[src/rtl/uart_pkg.sv]
// Shared UART definitions: receive state encoding, default frame width and
// the baud-generator divider constants used by both the generator and the
// receive framer.
package uart_pkg;

    // Default number of data bits per frame (LSB first, no parity).
    localparam int DATA_BITS_DEF = 8;

    // Full-bit divider and half-bit point of the baud generator.
    localparam int BPS_PARA   = 868;
    localparam int BPS_PARA_2 = 434;

    // Receive framer states.
    typedef enum logic [1:0] {
        IDLE  = 2'd0,
        START = 2'd1,
        DATA  = 2'd2,
        STOP  = 2'd3
    } rx_state_e;

endpackage : uart_pkg

[src/rtl/uart_rx_sync_edge.sv]
// Brings the asynchronous serial line into the clk domain through two flops,
// keeps one history flop of the synchronised level and produces a registered
// one-cycle pulse on each high-to-low transition of the line.
module uart_rx_sync_edge #(
    parameter logic IDLE_LEVEL = 1'b1
) (
    input  logic clk,
    input  logic rst_n,
    input  logic rx_i,
    output logic synced_o,
    output logic fall_o
);

    logic sync1_q;
    logic sync2_q;
    logic hist_q;
    logic fall_q;
    logic fall_d;

    // Falling edge: the previous synchronised sample was high, the current one is low.
    assign fall_d = hist_q & ~sync2_q;

    // Synchroniser chain, history flop and registered edge pulse.
    always_ff @(posedge clk or negedge rst_n) begin
        if (!rst_n) begin
            sync1_q <= IDLE_LEVEL;
            sync2_q <= IDLE_LEVEL;
            hist_q  <= IDLE_LEVEL;
            fall_q  <= 1'b0;
        end else begin
            sync1_q <= rx_i;
            sync2_q <= sync1_q;
            hist_q  <= sync2_q;
            fall_q  <= fall_d;
        end
    end

    assign synced_o = sync2_q;
    assign fall_o   = fall_q;

endmodule : uart_rx_sync_edge

[src/rtl/uart_rx_frame.sv]
// UART receive framer. Detects the start edge, asks the baud generator to run
// (bps_start), samples start/data/stop bits on the mid-bit clk_bps strobes and
// emits each byte with a one-cycle valid strobe, or a one-cycle framing-error
// strobe when the stop bit is sampled low.
module uart_rx_frame
    import uart_pkg::*;
#(
    parameter int   DATA_BITS  = DATA_BITS_DEF,
    parameter logic IDLE_LEVEL = 1'b1
) (
    input  logic                 clk,
    input  logic                 rst_n,
    input  logic                 rs232_rx,
    input  logic                 clk_bps,
    output logic                 bps_start,
    output logic [DATA_BITS-1:0] rx_data,
    output logic                 rx_valid,
    output logic                 frame_err
);

    // Counter holds 0..DATA_BITS; DATA leaves before it could wrap.
    localparam int CNT_W = $clog2(DATA_BITS + 1);
    localparam logic [CNT_W-1:0] LAST_BIT = CNT_W'(DATA_BITS - 1);

    logic                 synced;
    logic                 fall;

    rx_state_e            state_q;
    logic [CNT_W-1:0]     bit_cnt_q;
    logic [DATA_BITS-1:0] shift_q;
    logic [DATA_BITS-1:0] shift_d;
    logic                 bps_start_q;
    logic [DATA_BITS-1:0] rx_data_q;
    logic                 rx_valid_q;
    logic                 frame_err_q;

    uart_rx_sync_edge #(
        .IDLE_LEVEL (IDLE_LEVEL)
    ) u_sync_edge (
        .clk      (clk),
        .rst_n    (rst_n),
        .rx_i     (rs232_rx),
        .synced_o (synced),
        .fall_o   (fall)
    );

    // Data arrives LSB first, so new samples enter at the MSB and shift down.
    generate
        if (DATA_BITS == 1) begin : g_shift_one
            assign shift_d = synced;
        end else begin : g_shift_many
            assign shift_d = {synced, shift_q[DATA_BITS-1:1]};
        end
    endgenerate

    // Frame state machine with registered handshake and result outputs.
    always_ff @(posedge clk or negedge rst_n) begin
        if (!rst_n) begin
            state_q     <= IDLE;
            bit_cnt_q   <= '0;
            shift_q     <= '0;
            bps_start_q <= 1'b0;
            rx_data_q   <= '0;
            rx_valid_q  <= 1'b0;
            frame_err_q <= 1'b0;
        end else begin
            // Strobes are single-cycle by default.
            rx_valid_q  <= 1'b0;
            frame_err_q <= 1'b0;

            case (state_q)
                IDLE: begin
                    // clk_bps is ignored here; only a start edge wakes the framer.
                    if (fall) begin
                        bps_start_q <= 1'b1;
                        state_q     <= START;
                    end
                end

                START: begin
                    if (clk_bps) begin
                        if (synced) begin
                            // Line is high again at mid start bit: a glitch, not a frame.
                            bps_start_q <= 1'b0;
                            state_q     <= IDLE;
                        end else begin
                            bit_cnt_q <= '0;
                            state_q   <= DATA;
                        end
                    end
                end

                DATA: begin
                    if (clk_bps) begin
                        shift_q   <= shift_d;
                        bit_cnt_q <= bit_cnt_q + CNT_W'(1);
                        if (bit_cnt_q == LAST_BIT) begin
                            state_q <= STOP;
                        end
                    end
                end

                STOP: begin
                    if (clk_bps) begin
                        if (synced) begin
                            rx_data_q  <= shift_q;
                            rx_valid_q <= 1'b1;
                        end else begin
                            // Keep the last good byte; only flag the error.
                            frame_err_q <= 1'b1;
                        end
                        // Leaving at mid stop bit gives half a bit to re-arm.
                        bps_start_q <= 1'b0;
                        state_q     <= IDLE;
                    end
                end

                default: begin
                    bps_start_q <= 1'b0;
                    state_q     <= IDLE;
                end
            endcase
        end
    end

    assign bps_start = bps_start_q;
    assign rx_data   = rx_data_q;
    assign rx_valid  = rx_valid_q;
    assign frame_err = frame_err_q;

endmodule : uart_rx_frame

[config.mk]
export PLATFORM = sky130hd
export DESIGN_NAME = uart_rx_frame
export DESIGN_NICKNAME = d
export VERILOG_FILES = /design/src/rtl/uart_pkg.sv /design/src/rtl/uart_rx_sync_edge.sv /design/src/rtl/uart_rx_frame.sv
export SDC_FILE = /design/constraint.sdc
export NUM_CORES = 1
export LEC_CHECK = 0
export BUFFER_PORTS_ARGS = -buffer_cell sky130_fd_sc_hd__buf_2
export CAP_MARGIN = 20
export CORE_MARGIN = 2
export CORE_UTILIZATION = 59
export CTS_CLUSTER_DIAMETER = 30
export DETAILED_ROUTE_END_ITERATION = 8
export HOLD_SLACK_MARGIN = 0.08
export PLACE_DENSITY = 0.81
export SETUP_SLACK_MARGIN = 0.2
export SYNTH_ARGS = -nofsm -noshare
export SYNTH_HDL_FRONTEND = slang
export SYNTH_SLANG_ARGS = --single-unit
[constraint.sdc]
create_clock -name clk -period 3.25 [get_ports clk]
set_clock_uncertainty 0.15 [all_clocks]
set_input_delay 0.1625 -clock clk [delete_from_list [all_inputs] [get_ports clk]]
set_output_delay 0.1625 -clock clk [all_outputs]
set_load 0.05 [all_outputs]
==> impl_metrics.json, run 1 <==
{
  "setup-violations-final": 0,
  "synth.distinct_cells": 28,
  "dp_worst_setup_slack_ns": 1.54,
  "clkTransAtPathRegs_ns": 0.08,
  "yosysTopAreaCellShare": 0.565,
  "die_h_um": 48.2,
  "clock_tree.buffer_depth": 2,
  "required_time_at_the_worst_slack_endpoint_ns": 3.31,
  "grt_pass1_wl_um": 2970,
  "hold_slack_ns": 0.208,
  "vias": 694,
  "yosysSeqAreaShare": 0.633,
  "critical_path_source_type": "register",
  "gp_congestion": 0.772,
  "static-leakage-power_nw": 0.663,
  "tightest_slew_ns": 0.597,
  "multi_input_logic_area_um2": 389,
  "cp_max_fo": 14,
  "slew_headroom": 0.602,
  "timing.final.max_slew_violations": 0,
  "finalCritPeriodShare": 0.528,
  "synth_top_cell_by_area": "sky130_fd_sc_hd__dfrtp_1",
  "chipWidth_um": 48.2,
  "initial_utilization": 0.646,
  "overall_routed_net_length_um": 1750,
  "gr-total-overflow": 0,
  "io-pin-count": 15,
  "critPathKind": "register to register",
  "ff2ff_setup_slack_ns": 1.54,
  "grt_setup_unrepaired": "false",
  "die_outline_area_um2": 2320,
  "crit-reg2reg-capture": "shift_q[1]",
  "tritoncts.num_buffers": 5,
  "insertedDiodeCount": 0,
  "peak_supply_drop_mv": 0.562,
  "synth.yosys.warnings": 0,
  "synthesis.instances": 83,
  "min_delay_worst_endpoint": "u_sync_edge.synced_o",
  "result_of_the_run": "finished clean",
  "n_fill_cell": 121,
  "floorplan.rows": 15,
  "drt-initial-drc-count": 6,
  "worst_reg_to_reg_path_cell_count": 2,
  "drt_pre_antenna_iters": 5,
  "post-synth-top-count-cell": "sky130_fd_sc_hd__dfrtp_1",
  "synthesis.area_per_instance_um2": 13.9,
  "min_path_cells": 0,
  "fin_crit_ns": 1.71,
  "maxCapViolations": 0,
  "regArea_um2": 729,
  "grt_pass1_vias": 664,
  "synth-main-ff-cell": "sky130_fd_sc_hd__dfrtp_1",
  "grt_antenna_before_repair": 0,
  "gr-usage-all-layers": 0.202,
  "final_net_count": 110,
  "clkLatencyLatePin_ns": 0.32,
  "syn2layout_area_growth_pct": 14.3,
  "detailedPlacementHpwl_um": 1250,
  "post_synth_main_area_contributors": "sky130_fd_sc_hd__dfrtp_1, sky130_fd_sc_hd__mux2_2, sky130_fd_sc_hd__dfstp_2",
  "cts_htree_levels": 2,
  "setup.worst_path.end_class": "register",
  "tritoncts": "done",
  "synth_async_sr_flop_share": 1.00,
  "yosys_register_bits": 29,
  "port-buffer-count": 14,
  "synthesis.area_um2": 1150,
  "average_wire_length_per_cell_after_detail_routing_um": 13.4,
  "summed_negative_setup_slack_over_all_endpoints_ns": 0,
  "p_per_area_nw_per_um2": 858,
  "numClockSinks": 29,
  "post_route_cells_drive_above_1_share": 0.377,
  "post_drt_via_cell_ratio": 5.30,
  "min-delay-path-class": "register to register",
  "coreArea_um2": 1780,
  "synth_edf_count": 0,
  "drc_errors": 0,
  "antenna_violating_nets_post_route": 0,
  "postLayoutSetupSlackWorst_ns": 1.54,
  "synth_fp_nets": 88,
  "grt_start_max_net_pins": 30,
  "root_buffer": "sky130_fd_sc_hd__clkbuf_4",
  "cp_data_arrival_time_ns": 1.77,
  "max_freq_mhz": 583,
  "post_synth_most_frequent_cells": "sky130_fd_sc_hd__dfrtp_1, sky130_fd_sc_hd__mux2_2, sky130_fd_sc_hd__a21oi_1, sky130_fd_sc_hd__inv_1, sky130_fd_sc_hd__nand2_1",
  "hold_path.startpoint": "u_sync_edge.sync1_q",
  "report.final.hold_viol_count": 0
}
## power breakdown
group	total [mW]	switching, mW	internal, mW
sequential	0.555	0.0885	0.467
clock	0.195	0.109	0.0860
combinational	0.381	0.242	0.139
total	1.13	0.440	0.691
## cells in the final DEF (no fill, tap or decap), drive strengths merged
cell type	instances
a311oi	2
o21a	1
nand3b	1
o21ai	2
nand4	2
nor3b	1
a22oi	1
ha	1
nor3	1
mux2	16
inv	5
nor2	2
o22ai	1
and2b	1
dfrtp	26
clkbuf	8
and3	2
and3b	1
dfstp	3
dlygate4sd3	3
a21oi	5
mux2i	1
nand2	4
nor2b	1
a31oi	1
buf	14
## cells by family after synthesis
group / Yosys count / share of synthesized area
flip-flops: 29 / 0.633
multiplexers: 17 / 0.165
AND/OR/NAND/NOR: 16 / 0.0923
AO/OA/AOI/OAI: 13 / 0.0695
buffers and inverters: 7 / 0.0293
adder cells (fa/ha/maj): 1 / 0.0109
## worst max path at each step
| stage | start | end | slack [ns] | cells past startpoint |
|---|---|---|---|---|
| global route | register | shift_q[6] | 1.45 | 2 |
| detailed placement | register | shift_q[1] | 1.54 | 2 |
| finish | register | shift_q[1] | 1.54 | 2 |
| global placement | register | shift_q[1] | 1.60 | 2 |
| CTS | register | shift_q[6] | 1.53 | 2 |
| floorplan | u_sync_edge.synced_o | rx_data[0] | 1.88 | 2 |
## sequential cells by signal, summed over array words and instances, names as in the netlist, named ones only
register	count
state_q	1
bit_cnt_q	4
u_sync_edge.sync1_q	1
shift_q	8
u_sync_edge.synced_o	1
bps_start	1
rx_valid	1
u_sync_edge.hist_q	1
u_sync_edge.fall_o	1
frame_err	1
rx_data	8
## through the flow
| step | instances | instance area [um2] | util | total power, mW |
|---|---|---|---|---|
| floorplan | 83 | 1150 | - | 0.851 |
| global placement | 120 | 1240 | 0.695 | 0.922 |
| detailed placement | 120 | 1240 | 0.695 | 0.948 |
| CTS | 131 | 1320 | 0.739 | 1.15 |
| global route | 131 | 1320 | 0.739 | 1.21 |
| finish | 131 | 1320 | 0.739 | 1.13 |
## critical path: stages, from the launching register on
cell,delay [ns]
sky130_fd_sc_hd__dfrtp_1,0.58
sky130_fd_sc_hd__and3b_1,0.48
sky130_fd_sc_hd__mux2_2,0.39
## metal layers
layer | global-route usage | share of wire
met4 | 0.114 | 0.025
met1 | 0.241 | 0.46
met3 | 0.100 | 0.050
met2 | 0.295 | 0.47
met5 | 0 | 0
## final cells by class
cell class | count | area share
well taps | 25 | 0.0237
clock buffers | 8 | 0.0370
repair buffers | 17 | 0.0760
inverters | 5 | 0.0142
flip-flops and latches | 29 | 0.554
multi-input cells | 47 | 0.295
## what timing repair did
item	CTS	global route
hold buffers	3	0
buffers inserted	0	0
resized for setup	0	0
hold endpoints to repair	31	0
No activity file was read; power rests on OpenSTA's default activity.
==> run 2: changes to the inputs <==
--- a/config.mk
+++ b/config.mk
@@ -5,14 +5,15 @@
 export SDC_FILE = /design/constraint.sdc
 export NUM_CORES = 1
 export LEC_CHECK = 0
+export ABC_AREA = 1
 export BUFFER_PORTS_ARGS = -buffer_cell sky130_fd_sc_hd__buf_2
 export CAP_MARGIN = 20
 export CORE_MARGIN = 2
-export CORE_UTILIZATION = 59
+export CORE_UTILIZATION = 54
 export CTS_CLUSTER_DIAMETER = 30
 export DETAILED_ROUTE_END_ITERATION = 8
 export HOLD_SLACK_MARGIN = 0.08
-export PLACE_DENSITY = 0.81
+export PLACE_DENSITY = 0.75
 export SETUP_SLACK_MARGIN = 0.2
 export SYNTH_ARGS = -nofsm -noshare
 export SYNTH_HDL_FRONTEND = slang
==> constraint.sdc (replaced) <==
create_clock -name clk -period 1.6 [get_ports clk]
set_clock_uncertainty 0.15 [all_clocks]
set_input_delay 0.08 -clock clk [delete_from_list [all_inputs] [get_ports clk]]
set_output_delay 0.08 -clock clk [all_outputs]
set_load 0.05 [all_outputs]
==> impl_metrics.json, run 2 <==
{
  "summed_negative_setup_slack_over_all_endpoints_ns": 0,
  "combPwrFrac": 0.408,
  "required_time_at_the_worst_slack_endpoint_ns": 1.65,
  "synth_async_sr_flop_share": 1.00,
  "port-buffer-count": 14,
  "clock_tree.buffer_depth": 2,
  "timing.final.max_slew_violations": 0,
  "post_synth_most_frequent_cells": "sky130_fd_sc_hd__nand2_1, sky130_fd_sc_hd__dfrtp_1, sky130_fd_sc_hd__inv_1",
  "synthesis.area_per_instance_um2": 9.56,
  "yosys_register_bits": 29,
  "io-pin-count": 15,
  "grt_pass1_vias": 820,
  "finalCritPeriodShare": 0.862,
  "wl_met1_um": 963,
  "setup.worst_path.end_class": "register",
  "result_of_the_run": "finished clean",
  "drt-initial-drc-count": 18,
  "chipWidth_um": 50.3,
  "synth_top_family_by_area": "simple AND/OR/NAND/NOR gates",
  "antenna_violating_nets_post_route": 0,
  "setup-violations-final": 0,
  "power.switching_fraction": 0.443,
  "tritoncts.num_buffers": 5,
  "critical_path_source_type": "register",
  "die_outline_area_um2": 2530,
  "initial_utilization": 0.584,
  "synthesis.instances": 121,
  "post_synth_main_area_contributors": "sky130_fd_sc_hd__dfrtp_1, sky130_fd_sc_hd__nand2_1, sky130_fd_sc_hd__o21ai_0",
  "syn2layout_area_growth_pct": 26.1,
  "clkLatencyLatePin_ns": 0.31,
  "yosysSeqAreaShare": 0.630,
  "cp_max_fo": 8,
  "cp_data_arrival_time_ns": 1.43,
  "final_net_count": 156,
  "drt_pre_antenna_iters": 5,
  "critPathKind": "register to register",
  "synth_top_cell_by_area": "sky130_fd_sc_hd__dfrtp_1",
  "synth.yosys.warnings": 0,
  "numClockSinks": 29,
  "gr-total-overflow": 0,
  "synth-main-ff-cell": "sky130_fd_sc_hd__dfrtp_1",
  "yosysTopAreaCellShare": 0.562,
  "met3_routed_length_um": 116,
  "synthesis.area_um2": 1160,
  "vias": 895,
  "synthMuxAreaShare": 0,
  "root_buffer": "sky130_fd_sc_hd__clkbuf_4",
  "cell_internal_pwr_mw": 1.57,
  "report.final.hold_viol_count": 0,
  "switchingPower_mw": 1.25,
  "compound_gate_portion_of_the_synthesized_area": 0.0908,
  "drc_errors": 0,
  "cts_htree_levels": 2,
  "timing.critical_path.slowest_cell_delay_ns": 0.56,
  "post-route-util": 0.736,
  "maxCapViolations": 0,
  "synth_fp_nets": 126,
  "crit_path_top_delay_cell": "sky130_fd_sc_hd__dfstp_2",
  "floorplan.rows": 16,
  "post_synth_and_or_nand_nor_area_fraction": 0.183,
  "dp.cells": 162,
  "die_h_um": 50.3,
  "fin_crit_ns": 1.38,
  "layout.cells.most_common_list": "sky130_fd_sc_hd__dfrtp_1, sky130_fd_sc_hd__nand2_1, sky130_fd_sc_hd__inv_1",
  "grt_start_max_net_pins": 30,
  "mostFrequentLayoutCell": "sky130_fd_sc_hd__dfrtp_1",
  "gr-usage-all-layers": 0.189,
  "met2WireLength_um": 889,
  "synth-xor-area-share": 0,
  "clockPowerShare": 0.157,
  "seqPwrFrac": 0.435,
  "gp_congestion": 0.807,
  "route.top_layer_used": "met4",
  "slew_headroom": 0.598,
  "adder_cell_share_of_the_synthesized_area": 0.0108,
  "coreArea_um2": 1980,
  "tightest_slew_ns": 0.604,
  "max_freq_mhz": 725,
  "grt_setup_unrepaired": "true",
  "static-leakage-power_nw": 0.764,
  "fin_cells": 179,
  "grt_pass1_wl_um": 3520,
  "grt_antenna_before_repair": 0,
  "post_route_cells_drive_above_1_share": 0.316,
  "clkTransAtPathRegs_ns": 0.09,
  "peak_supply_drop_mv": 1.49,
  "detailedPlacementHpwl_um": 1280,
  "p_per_area_nw_per_um2": 1930,
  "post-synth-top-count-cell": "sky130_fd_sc_hd__nand2_1",
  "overall_routed_net_length_um": 2000,
  "post_drt_via_cell_ratio": 5.00,
  "insertedDiodeCount": 0,
  "min-delay-path-class": "primary input to async pin",
  "tritoncts": "done",
  "synth_edf_count": 0,
  "average_wire_length_per_cell_after_detail_routing_um": 11.2,
  "synth.distinct_cells": 19,
  "path_cells": "inv_4 > nor3_4 > buf_6 > o21ai_1"
}
[run 2: power groups by stage]
stage | Combinational [mW] | Sequential, mW | Clock [mW]
5_1_grt | 1.27 | 1.27 | 0.492
6_report | 1.15 | 1.23 | 0.443
4_1_cts | 1.05 | 1.20 | 0.460
2_1_floorplan | 0.402 | 1.59 | 0
3_5_place_dp | 1.03 | 1.21 | 0
3_3_place_gp | 1.01 | 1.20 | 0
[run 2: area by class of cell]
type                    instances  area, um2
flip-flops and latches         29        731
fillers                       125        523
multi-input cells              68        379
repair buffers                 25        171
inverters                      22       85.1
clock buffers                   8       58.8
well taps                      27       33.8
[run 2: logic make-up (layout without fill, tap and decap cells)]
| logic type | Yosys count | count (layout) |
|---|---|---|
| adders and majority gates | 1 | 1 |
| and+or+nand+nor | 47 | 47 |
| DFF | 29 | 29 |
| AOI/OAI and AO/OA | 20 | 20 |
| buffers and inverters | 24 | 55 |
[run 2: critical path: cells and delay by family, from the launching register on]
| kind | cells | cell delay (ns) |
|---|---|---|
| flops | 1 | 0.56 |
| simple gates | 1 | 0.27 |
| buf+inv | 2 | 0.23 |
| compound gates | 1 | 0.07 |
[run 2: stage by stage]
stage	area [um2]	total power, mW	worst slack (ns)	hold WS [ns]
2_1_floorplan	1160	1.99	0.208	-0.366
3_3_place_gp	1260	2.22	0.205	-0.0235
3_5_place_dp	1260	2.25	0.188	-0.0234
4_1_cts	1360	2.71	0.210	0.165
5_1_grt	1460	3.03	0.167	0.212
6_report	1460	2.82	0.221	0.151
[run 2: final timing paths]
kind / from / end / slack [ns] / cells after the start
worst max register to register: u_sync_edge.synced_o / rx_data[4] / 0.22 / 4
max in group asynchronous: rst_n / async pin / 0.72 / 2
worst max-delay path: u_sync_edge.synced_o / rx_data[4] / 0.22 / 4
worst min-delay path: rst_n / rx_valid / 0.15 / 2
worst min register to register: u_sync_edge.sync1_q / u_sync_edge.synced_o / 0.21 / 0
min in group clk: u_sync_edge.sync1_q / u_sync_edge.synced_o / 0.21 / 0
[run 2: repair_timing]
action | 4_1_cts | 5_1_grt
setup buffers | 0 | 4
hold endpoints to repair | 38 | 0
resized for setup | 2 | 27
hold buffers | 3 | 0
pin swaps | 0 | 1
cloned | 0 | 2
endpoints found under the setup margin | 7 | 19
[run 2: routing by layer]
metal  vias up  track usage
li1        439            -
met1       417        0.246
met2        34        0.289
met3         5       0.0536
met4         0       0.0946
met5         -            0
==> run 3: changes to the inputs <==
--- a/config.mk
+++ b/config.mk
@@ -9,11 +9,12 @@
 export BUFFER_PORTS_ARGS = -buffer_cell sky130_fd_sc_hd__buf_2
 export CAP_MARGIN = 20
 export CORE_MARGIN = 2
-export CORE_UTILIZATION = 54
+export CORE_UTILIZATION = 58
+export CTS_BUF_LIST = sky130_fd_sc_hd__clkbuf_8
 export CTS_CLUSTER_DIAMETER = 30
 export DETAILED_ROUTE_END_ITERATION = 8
 export HOLD_SLACK_MARGIN = 0.08
-export PLACE_DENSITY = 0.75
+export PLACE_DENSITY = 0.87
 export SETUP_SLACK_MARGIN = 0.2
 export SYNTH_ARGS = -nofsm -noshare
 export SYNTH_HDL_FRONTEND = slang
==> impl_metrics.json, run 3 (synthesis gave the netlist of run 2 again) <==
{
  "finalPower_mw": 2.94,
  "detailed_place.area_um2": 1260,
  "io-pin-count": 15,
  "critPathTopFamily": "flip-flops",
  "grt_setup_unrepaired": "true",
  "grt_pass1_wl_um": 3330,
  "cp_max_fo": 8,
  "combPwrFrac": 0.367,
  "crit_path_top_delay_cell": "sky130_fd_sc_hd__dfstp_2",
  "postLayoutSetupSlackWorst_ns": 0.238,
  "clkTransAtPathRegs_ns": 0.06,
  "cp_num_buf_inv": 2,
  "critical_path_source_type": "register",
  "switchingPower_mw": 1.24,
  "tritoncts": "done",
  "finalCritPeriodShare": 0.851,
  "layout.cells.most_common_list": "sky130_fd_sc_hd__nand2_1, sky130_fd_sc_hd__dfrtp_1, sky130_fd_sc_hd__inv_1",
  "setup-violations-final": 0,
  "p_per_area_nw_per_um2": 2040,
  "antenna_violating_nets_post_route": 0,
  "worst_reg_to_reg_path_cell_count": 4,
  "grt_start_max_net_pins": 30,
  "timing.critical_path.slowest_cell_delay_ns": 0.57,
  "post_drt_via_cell_ratio": 4.80,
  "maxCapViolations": 0,
  "report.final.hold_viol_count": 0,
  "peak_supply_drop_mv": 1.33,
  "average_wire_length_per_cell_after_detail_routing_um": 11.7,
  "initial_utilization": 0.602,
  "static-leakage-power_nw": 0.736,
  "dp.cells": 162,
  "required_time_at_the_worst_slack_endpoint_ns": 1.61,
  "min-delay-path-class": "primary input to async pin",
  "final_net_count": 153,
  "drt_pre_antenna_iters": 4,
  "fin_crit_ns": 1.36,
  "clkLatencyLatePin_ns": 0.28,
  "seqPwrFrac": 0.412,
  "floorplan.rows": 16,
  "detailedPlacementHpwl_um": 1310,
  "clockPowerShare": 0.222,
  "port-buffer-count": 14,
  "path_cells": "inv_4 > nor3_4 > buf_6 > o21ai_0",
  "drc_errors": 0,
  "setup.worst_path.end_class": "register",
  "cell_internal_pwr_mw": 1.70,
  "chipWidth_um": 48.7,
  "die_h_um": 48.7,
  "slew_headroom": 0.586,
  "post_route_cells_drive_above_1_share": 0.268,
  "tritoncts.num_buffers": 5,
  "fin_cells": 176,
  "drt-initial-drc-count": 14,
  "grt_pass1_vias": 779,
  "cp_data_arrival_time_ns": 1.37,
  "worst_setup_path_startpoint": "u_sync_edge.synced_o",
  "critical_path.endpoint": "rx_data[5]",
  "ff2ff_setup_slack_ns": 0.24,
  "startpoint_of_the_worst_register_to_register_path": "u_sync_edge.synced_o",
  "insertedDiodeCount": 0,
  "path_depth": 4,
  "numClockSinks": 29,
  "root_buffer": "sky130_fd_sc_hd__clkbuf_8",
  "gp_congestion": 0.851,
  "max_freq_mhz": 734,
  "die_outline_area_um2": 2370,
  "timing.final.max_slew_violations": 0,
  "gr-total-overflow": 0,
  "coreArea_um2": 1920,
  "crit-reg2reg-capture": "rx_data[5]",
  "gr-usage-all-layers": 0.196,
  "cts_htree_levels": 2,
  "grt_antenna_before_repair": 0,
  "multi_input_logic_area_um2": 337,
  "result_of_the_run": "finished clean",
  "syn2layout_area_growth_pct": 24.6,
  "vias": 845,
  "dp_worst_setup_slack_ns": 0.198,
  "mostFrequentLayoutCell": "sky130_fd_sc_hd__nand2_1",
  "power.switching_fraction": 0.421,
  "overall_routed_net_length_um": 2050,
  "regArea_um2": 731,
  "summed_negative_setup_slack_over_all_endpoints_ns": 0,
  "tightest_slew_ns": 0.621,
  "n_fill_cell": 140,
  "clock_tree.buffer_depth": 2,
  "critPathKind": "register to register",
  "postLayoutCellArea_um2": 1440
}
==> run 3: changes by cell type in the layout (fill, tap and decap cells not counted), moves of 3 or more <==
cell and delta:
sky130_fd_sc_hd__o21ai_0 +6, sky130_fd_sc_hd__clkbuf_4 -5, sky130_fd_sc_hd__clkbuf_8 +6, sky130_fd_sc_hd__o21ai_2 -4, sky130_fd_sc_hd__buf_4 -3, sky130_fd_sc_hd__nand2_1 +4
==> run 3: stage by stage <==
stage	hold WS (ns)	utilization
after global placement	-0.0324	0.656
after global routing	0.219	0.751
after floorplan	-0.366	-
after detailed placement	-0.0235	0.656
final	0.207	0.751
after CTS	0.208	0.726
==> run 3: worst min-delay path by stage <==
| stage | startpoint | to | slack (ns) |
|---|---|---|---|
| after detailed placement | rst_n | rx_data[6] | -0.02 |
| final | rst_n | rx_data[6] | 0.21 |
| after CTS | rst_n | rx_data[6] | 0.21 |
| after floorplan | rst_n | async pin | -0.37 |
| after global routing | u_sync_edge.sync1_q | u_sync_edge.synced_o | 0.22 |
| after global placement | rst_n | rx_valid | -0.03 |
==> run 3: area by class of cell <==
type,count,area share
clock inverters,1,0.00347
multi-input cells,68,0.233
repair buffers,22,0.108
inverters,22,0.0590
well taps,27,0.0234
clock buffers,7,0.0668
flip-flops and latches,29,0.507
==> run 3: per-layer routing <==
| layer | global-route usage | share of wire |
|---|---|---|
| met2 | 0.315 | 0.48 |
| met1 | 0.218 | 0.44 |
| met3 | 0.0833 | 0.058 |
| met4 | 0.110 | 0.017 |
| met5 | 0 | 0 |
==> run 3: power groups by stage <==
stage	clock network, mW	registers, mW	logic [mW]
after floorplan	0	1.59	0.402
after detailed placement	0	1.21	1.04
after global routing	0.711	1.24	1.18
final	0.651	1.21	1.08
after CTS	0.679	1.20	1.06
after global placement	0	1.20	1.01
==> run 3: what timing repair did <==
action	in CTS	in global routing
buffers inserted	0	1
pin swaps	0	1
hold buffers	3	0
setup endpoints to repair	3	20
resized for setup	1	14
hold endpoints to repair	35	0
cloned	0	2
==> run 3: worst register-to-register path, stage by stage, from the launching register on <==
cell,delay [ns]
sky130_fd_sc_hd__dfstp_2,0.57
sky130_fd_sc_hd__inv_4,0.05
sky130_fd_sc_hd__nor3_4,0.21
sky130_fd_sc_hd__buf_6,0.17
sky130_fd_sc_hd__o21ai_0,0.08
